===== src/rtl/lcd_spi_byte_writer_if.sv =====
// Word handshake and SPI pins between the drawing-data organisers, the
// serial back end and the ST7735 panel.
interface lcd_spi_byte_writer_if;
    logic       en_write;
    logic [8:0] data_in;
    logic       wr_done;
    logic       busy;
    logic       lcd_sclk;
    logic       lcd_mosi;
    logic       lcd_dc;
    logic       lcd_cs_n;

    modport master (
        output en_write, data_in,
        input  wr_done, busy, lcd_sclk, lcd_mosi, lcd_dc, lcd_cs_n
    );

    modport slave (
        input  en_write, data_in,
        output wr_done, busy, lcd_sclk, lcd_mosi, lcd_dc, lcd_cs_n
    );
endinterface


===== src/rtl/lcd_spi_byte_writer.sv =====
// SPI mode-0 byte shifter for the ST7735: samples one 9-bit D/C+byte word in
// IDLE, shifts it MSB-first, pulses wr_done, then holds CS high for a gap.
module lcd_spi_byte_writer #(
    parameter int CLK_DIV    = 2,
    parameter int GAP_CYCLES = 3
) (
    input  logic                  sys_clk,
    input  logic                  sys_rst,
    lcd_spi_byte_writer_if.slave  bus
);
    localparam int              DIV_W    = $clog2(CLK_DIV + 1);
    localparam logic [DIV_W-1:0] DIV_LAST = DIV_W'(CLK_DIV - 1);
    localparam logic [3:0]      GAP_LAST = 4'(GAP_CYCLES - 1);

    typedef enum logic [1:0] {IDLE, SHIFT, DONE, GAP} state_t;

    state_t           state_q;
    logic [7:0]       shiftReg_q;
    logic [DIV_W-1:0] divCnt_q;
    logic [2:0]       bitCnt_q;
    logic [3:0]       gapCnt_q;
    logic             sclk_q;
    logic             mosi_q;
    logic             dc_q;
    logic             csN_q;
    logic             wrDone_q;
    logic             busy_q;

    // The falling SCLK edge advances MOSI, so data is always stable across the rise.
    always_ff @(posedge sys_clk) begin
        if (sys_rst) begin
            state_q    <= IDLE;
            shiftReg_q <= '0;
            divCnt_q   <= '0;
            bitCnt_q   <= '0;
            gapCnt_q   <= '0;
            sclk_q     <= 1'b0;
            mosi_q     <= 1'b0;
            dc_q       <= 1'b0;
            csN_q      <= 1'b1;
            wrDone_q   <= 1'b0;
            busy_q     <= 1'b0;
        end else begin
            wrDone_q <= 1'b0;
            case (state_q)
                IDLE: begin
                    if (bus.en_write) begin
                        shiftReg_q <= bus.data_in[7:0];
                        dc_q       <= bus.data_in[8];
                        mosi_q     <= bus.data_in[7];
                        csN_q      <= 1'b0;
                        divCnt_q   <= '0;
                        bitCnt_q   <= '0;
                        busy_q     <= 1'b1;
                        state_q    <= SHIFT;
                    end
                end
                SHIFT: begin
                    if (divCnt_q == DIV_LAST) begin
                        divCnt_q <= '0;
                        sclk_q   <= ~sclk_q;
                        if (sclk_q) begin
                            if (bitCnt_q == 3'd7) begin
                                wrDone_q <= 1'b1;
                                state_q  <= DONE;
                            end else begin
                                shiftReg_q <= {shiftReg_q[6:0], 1'b0};
                                mosi_q     <= shiftReg_q[6];
                                bitCnt_q   <= bitCnt_q + 3'd1;
                            end
                        end
                    end else begin
                        divCnt_q <= divCnt_q + DIV_W'(1);
                    end
                end
                DONE: begin
                    csN_q    <= 1'b1;
                    gapCnt_q <= '0;
                    state_q  <= GAP;
                end
                GAP: begin
                    if (gapCnt_q == GAP_LAST) begin
                        busy_q  <= 1'b0;
                        state_q <= IDLE;
                    end else begin
                        gapCnt_q <= gapCnt_q + 4'd1;
                    end
                end
                default: state_q <= IDLE;
            endcase
        end
    end

    assign bus.wr_done  = wrDone_q;
    assign bus.busy     = busy_q;
    assign bus.lcd_sclk = sclk_q;
    assign bus.lcd_mosi = mosi_q;
    assign bus.lcd_dc   = dc_q;
    assign bus.lcd_cs_n = csN_q;
endmodule


===== src/flat_wrapper.sv =====
// flat-port wrapper written by rule: the top's interface ports become plain ports
module lcd_spi_byte_writer_flat 
#(
    parameter int CLK_DIV    = 2,
    parameter int GAP_CYCLES = 3
)
  (sys_clk, sys_rst, bus_en_write, bus_data_in, bus_wr_done, bus_busy, bus_lcd_sclk, bus_lcd_mosi, bus_lcd_dc, bus_lcd_cs_n);
  lcd_spi_byte_writer_if bus_i ();
  input  logic sys_clk;
  input  logic sys_rst;
  input wire logic [$bits(bus_i.en_write)-1:0] bus_en_write;
  input wire logic [$bits(bus_i.data_in)-1:0] bus_data_in;
  output wire logic [$bits(bus_i.wr_done)-1:0] bus_wr_done;
  output wire logic [$bits(bus_i.busy)-1:0] bus_busy;
  output wire logic [$bits(bus_i.lcd_sclk)-1:0] bus_lcd_sclk;
  output wire logic [$bits(bus_i.lcd_mosi)-1:0] bus_lcd_mosi;
  output wire logic [$bits(bus_i.lcd_dc)-1:0] bus_lcd_dc;
  output wire logic [$bits(bus_i.lcd_cs_n)-1:0] bus_lcd_cs_n;
  assign bus_i.en_write = bus_en_write;
  assign bus_i.data_in = bus_data_in;
  assign bus_wr_done = bus_i.wr_done;
  assign bus_busy = bus_i.busy;
  assign bus_lcd_sclk = bus_i.lcd_sclk;
  assign bus_lcd_mosi = bus_i.lcd_mosi;
  assign bus_lcd_dc = bus_i.lcd_dc;
  assign bus_lcd_cs_n = bus_i.lcd_cs_n;
  lcd_spi_byte_writer #(.CLK_DIV(CLK_DIV), .GAP_CYCLES(GAP_CYCLES)) u_core (.sys_clk(sys_clk), .sys_rst(sys_rst), .bus(bus_i));
endmodule

===== config.mk =====
export PLATFORM = sky130hd
export DESIGN_NAME = lcd_spi_byte_writer_flat
export DESIGN_NICKNAME = d
export VERILOG_FILES = /design/src/rtl/lcd_spi_byte_writer_if.sv /design/src/rtl/lcd_spi_byte_writer.sv /design/src/flat_wrapper.sv
export SDC_FILE = /design/constraint.sdc
export NUM_CORES = 1
export LEC_CHECK = 0
export CAP_MARGIN = 5
export CORE_ASPECT_RATIO = 1.75
export CORE_UTILIZATION = 40
export CTS_CLUSTER_DIAMETER = 60
export DETAILED_ROUTE_END_ITERATION = 12
export GPL_TIMING_DRIVEN = 0
export PLACE_DENSITY = 0.64
export SYNTH_ARGS = -nofsm -noshare
export SYNTH_HDL_FRONTEND = slang
export SYNTH_SLANG_ARGS = --single-unit

===== constraint.sdc =====
create_clock -name sys_clk -period 5.5 [get_ports sys_clk]
set_clock_uncertainty 0.1 [all_clocks]
set_input_delay 1.1 -clock sys_clk [delete_from_list [all_inputs] [get_ports sys_clk]]
set_output_delay 1.1 -clock sys_clk [all_outputs]
set_load 0.02 [all_outputs]

# Yosys cells after proc, flatten, opt, wreduce, memory -nomap -nowiden
# Index checks and enable logic that the tools add are counted.
# Widths: inputs -> output; s select.
[classes]
shift = 0
div_mod_pow = 0
reduce_logical = 14
n_eq_ne = 13
mux = 32
bitwise = 3
multipliers = 0
n_addsub = 3
magnitude_cmp = 0
[op_table]
columns = ["operator", "count"]
rows = [
  ["$mux 7", 4],
  ["$mux 2", 7],
  ["$pmux 7 s2", 1],
  ["$mux 3", 4],
  ["$reduce_and 2->1", 5],
  ["$reduce_and 5->1", 2],
  ["$mux 1", 8],
  ["$ne 2x1->1 const B", 4],
  ["$pmux 2 s4", 1],
  ["$pmux 4 s2", 1],
  ["$reduce_bool 2->1", 4],
  ["$ne 2x2->1 const B", 3],
  ["$pmux 1 s2", 3],
  ["$pmux 3 s2", 1],
  ["$add 4x1->4 const B", 1],
  ["$eq 2x1->1 const B", 2],
  ["$eq 2x2->1 const B", 2],
  ["$eq 4x2->1 const B", 1],
  ["$mux 4", 1],
  ["$pmux 2 s2", 1],
  ["$reduce_or 4->1", 1],
  ["$add 3x1->3 const B", 1],
  ["$eq 3x3->1 const B", 1],
  ["$not 1->1", 3],
  ["other kinds (3)", 3],
]
[word_totals]
mem_bits_ro = 0
n_memories = 0
input_bits = 12
elab_cells = 76
latchBits = 0
regBits = 24
ram_bits = 0
out_inout_bits = 6

# Depth between registers and ports, before layout
[depth]
depth_word = 5
mapped_depth = 8
depth_no_buf = 6

# Worst setup path after synthesis
# Ideal clock, no wire load.
[synth_path]
path_kind = "input to register"
from = "input bus_en_write"
to = "register u_core.shiftReg_q[0]"
n_path_buf = 1
slack_ps = 3470
setup_ps = 131
t_required_ps = 5269
arrival_ps = 1799
cell_stages = 5
path_cell_list = "mux2i_1 -> a211oi_2 -> buf_6 -> mux2i_1 -> nor2_1"
[synth_between]
elab_chain_cells = 2
[synth_lines]
columns = ["item", "line", "source"]
rows = [
  ["start: declaration", "flat_wrapper.sv:11", "input wire logic [$bits(bus_i.en_write)-1:0] bus_en_write;"],
  ["$ne 2x2->1 (no source line)", "--", ""],
  ["$reduce_and 5->1 (no source line)", "--", ""],
  ["end signal: assignment", "lcd_spi_byte_writer.sv:48", "shiftReg_q <= bus.data_in[7:0];"],
  ["end signal: assignment", "lcd_spi_byte_writer.sv:67", "shiftReg_q <= {shiftReg_q[6:0], 1'b0};"],
  ["end: declaration", "lcd_spi_byte_writer.sv:18", "logic [7:0] shiftReg_q;"],
]
# No other way between the ends.
# A chain may end at the register's enable or synchronous reset.

# Final worst setup path
[layout_path]
from = "register u_core.sclk_q (netlist: u_core.bus.lcd_sclk)"
to = "output bus_lcd_sclk"
[layout_lines]
columns = ["item", "line", "source"]
rows = [
  ["start: declaration", "lcd_spi_byte_writer.sv:22", "logic sclk_q;"],
  ["start signal: assignment", "lcd_spi_byte_writer.sv:61", "sclk_q <= ~sclk_q;"],
  ["end: declaration", "flat_wrapper.sv:15", "output wire logic [$bits(bus_i.lcd_sclk)-1:0] bus_lcd_sclk;"],
]
# No word-level cell between the ends.

==> results.cfg <==
[floorplan]
die_w_um = 44.3
io_pins = 18
design.core.area_sq_um = 2960
dieArea_sq_um = 3370
core.rowCount = 26
start_util_pct = 42.4
die_height_um = 76.1

[global_route]
gr-total-overflow = 0
grt_max_degree = 13
grtUsageTotal_pct = 16.1
grt_pass1_vias = 979
antenna_found_initial = 0
grt_pass1_wl_um = 4110

[synthesis]
postSynthCellCount = 132
ys_warn_count = 0
ys_async_sr_fraction_pct = 0
synth-edff-count = 0
ys_seq_area_share_pct = 38.3
synth_area_sq_um = 1250
syn-num-nets = 153
avgSynthCellArea_sq_um = 9.51
synthFlopType = dfxtp_1
ys_types = 31
synth-seq-cells = 24

[route]
vias_per_cell = 5.08
first_iter_violations = 12
wl_per_cell_um = 12.6
drcViolationCount = 0
vias = 985
drt_wl_total_um = 2440
dr.pass1.iters = 4
postRouteAntennaNets = 0

[clock_tree]
holdBufCountCts = 0
clk_pin_slew_ps = 80
cts_buffer_depth = 2
cts_buffers = 3
clock-root-buffer = clkbuf_8
post_cts_resized = 0
clock-sinks = 24
cts_tree = built
worstSkewPairLatency_ps = 260
cts_max_level = 1
postCtsSetupBuffers = 0

[place]
routabilityCongestion = 0.788
place_inst = 191
dpl-instance-area_sq_um = 1480
place_ws_ps = 2740
numPortBuffers = 17
hpwl_um = 1850

[pwr]
p_int_w = 0.000447
seq_power_share_pct = 33.6
p_switching_w = 0.000310
p_per_area_nw_per_um2 = 499
comb_power_share_pct = 52.8
pwr-share-clk_pct = 13.6
swShare_pct = 41.0
leakage_nw = 0.563
ir_drop_mv = 0.268

[sta]
setup_viol = 0
fin_crit_sh_pct = 45.0
slew_viol_final = 0
rsz0062_at_grt = no
fin_crit_ps = 2470
timing.fmax_mhz = 404
hold_viol = 0
slew_headroom_pct = 55.6
setup_tns_ps = 0
worstMarginPinSlew_ps = 666
final.setup.worst_slack_ps = 3030

[critical_path]
cp_max_fo = 4
slowest_delay_ps = 620
critPathBufInv = 1
start_kind = flip-flop
crit_path_top_delay_cell = clkdlybuf4s50_1
cpLargestDelayFamily = buffers and inverters
criticalPathCategory = reg -> out
crit_chain = clkdlybuf4s50_1
required_ps = 4300
arrival_ps = 1270
cp-end-kind = output port

[finish]
syn_to_final_growth_pct = 21.0
final_common_cell = dfxtp_1
stdcell_area_sq_um = 1520
most-common-layout-cells = dfxtp_1 (24), nor2_1 (19), clkdlybuf4s50_1 (17)
fillCellCount = 275
drive_gt1_share_pct = 13.8
nNetsFinal = 175
final_cells = 194
fin_util_pct = 51.3
antennaDiodeCount = 0

[hold_path]
hp-class = reg -> reg

[run]
maxCapViolCount = 0

[status]
outcome = complete, no violations
## Yosys cell counts, types with 3 or more instances
| library cell | n | area, sq um |
|---|---|---|
| a21oi_2 | 3 | 26.3 |
| nand3_1 | 4 | 20.0 |
| xor2_1 | 3 | 26.3 |
| mux2i_1 | 10 | 100 |
| ha_1 | 9 | 113 |
| nor2b_1 | 3 | 18.8 |
| nor2_1 | 19 | 71.3 |
| nand2_1 | 5 | 18.8 |
| nand2b_1 | 8 | 50.1 |
| dfxtp_1 | 24 | 480 |
| a211oi_2 | 8 | 100 |
| inv_1 | 3 | 11.3 |
| a21oi_1 | 7 | 35.0 |
## worst reg2reg max path: stages (launching register included)
cell      delay, ps
dfxtp_1         330
ha_1            200
ha_1            230
or3b_1          370
a211oi_2        340
buf_6           190
mux2i_1         190
nor2_1           50
## area by class of cell
cell class | count | area, sq um | share of cell area [%]
inverter | 4 | 15.0 | 0.988
multi-input combinational | 97 | 714 | 47.0
tap | 42 | 52.6 | 3.46
buffer | 7 | 45.0 | 2.97
clock buffer | 3 | 41.3 | 2.72
timing repair buffer | 17 | 170 | 11.2
sequential | 24 | 480 | 31.6
## cell families (layout without fill, tap and decap cells)
logic type / count (synthesis) / in the layout / synth area share (%)
AND/OR/NAND/NOR: 51 / 51 / 21.8
multiplexers: 10 / 10 / 7.98
XOR/XNOR: 3 / 3 / 2.09
AO/OA/AOI/OAI: 24 / 24 / 16.1
buffers and inverters: 11 / 31 / 4.79
adder cells (fa/ha/maj): 9 / 9 / 8.97
flip-flops: 24 / 24 / 38.3
## power by group through the flow
stage / Combinational [W] / Clock [W] / Sequential [W]
after detailed placement: 0.000404 / 0 / 0.000258
after global placement: 0.000393 / 0 / 0.000256
final: 0.000400 / 0.000103 / 0.000254
after global routing: 0.000445 / 0.000115 / 0.000259
after floorplan: 0.000302 / 0 / 0.000264
after CTS: 0.000405 / 0.000106 / 0.000254
## metal layers
| layer | vias up | wire length [um] | track usage, % |
|---|---|---|---|
| met2 | 19 | 1270 | 29.6 |
| met5 | - | 0 | 0 |
| li1 | 494 | - | - |
| met3 | 4 | 73 | 3.08 |
| met1 | 468 | 1050 | 16.2 |
| met4 | 0 | 41 | 7.58 |
## through the flow
step	hold slack, ps	power [W]
final	371	0.000757
after global routing	402	0.000818
after CTS	372	0.000766
after detailed placement	359	0.000662
after global placement	352	0.000648
after floorplan	337	0.000566
## flip-flops by register name, indices dropped and copies added (netlist names)
register	cells
u_core.shiftReg_q	7
u_core.gapCnt_q	4
u_core.bitCnt_q	3
u_core.divCnt_q	2
u_core.state_q	2
u_core.bus.busy	1
u_core.bus.lcd_cs_n	1
u_core.bus.lcd_dc	1
u_core.bus.lcd_mosi	1
u_core.bus.lcd_sclk	1
u_core.bus.wr_done	1
## final timing paths
| path | from | end | cells after the start | slack [ps] |
|---|---|---|---|---|
| hold / removal | u_core.divCnt_q[1] | u_core.divCnt_q[1] | 2 | 370 |
| setup reg to reg | u_core.bitCnt_q[0] | u_core.shiftReg_q[0] | 7 | 3370 |
| hold reg to reg | u_core.divCnt_q[1] | u_core.divCnt_q[1] | 2 | 370 |
| setup / recovery | u_core.bus.lcd_sclk | bus_lcd_sclk | 1 | 3030 |
(Power assumes the default switching activity.)
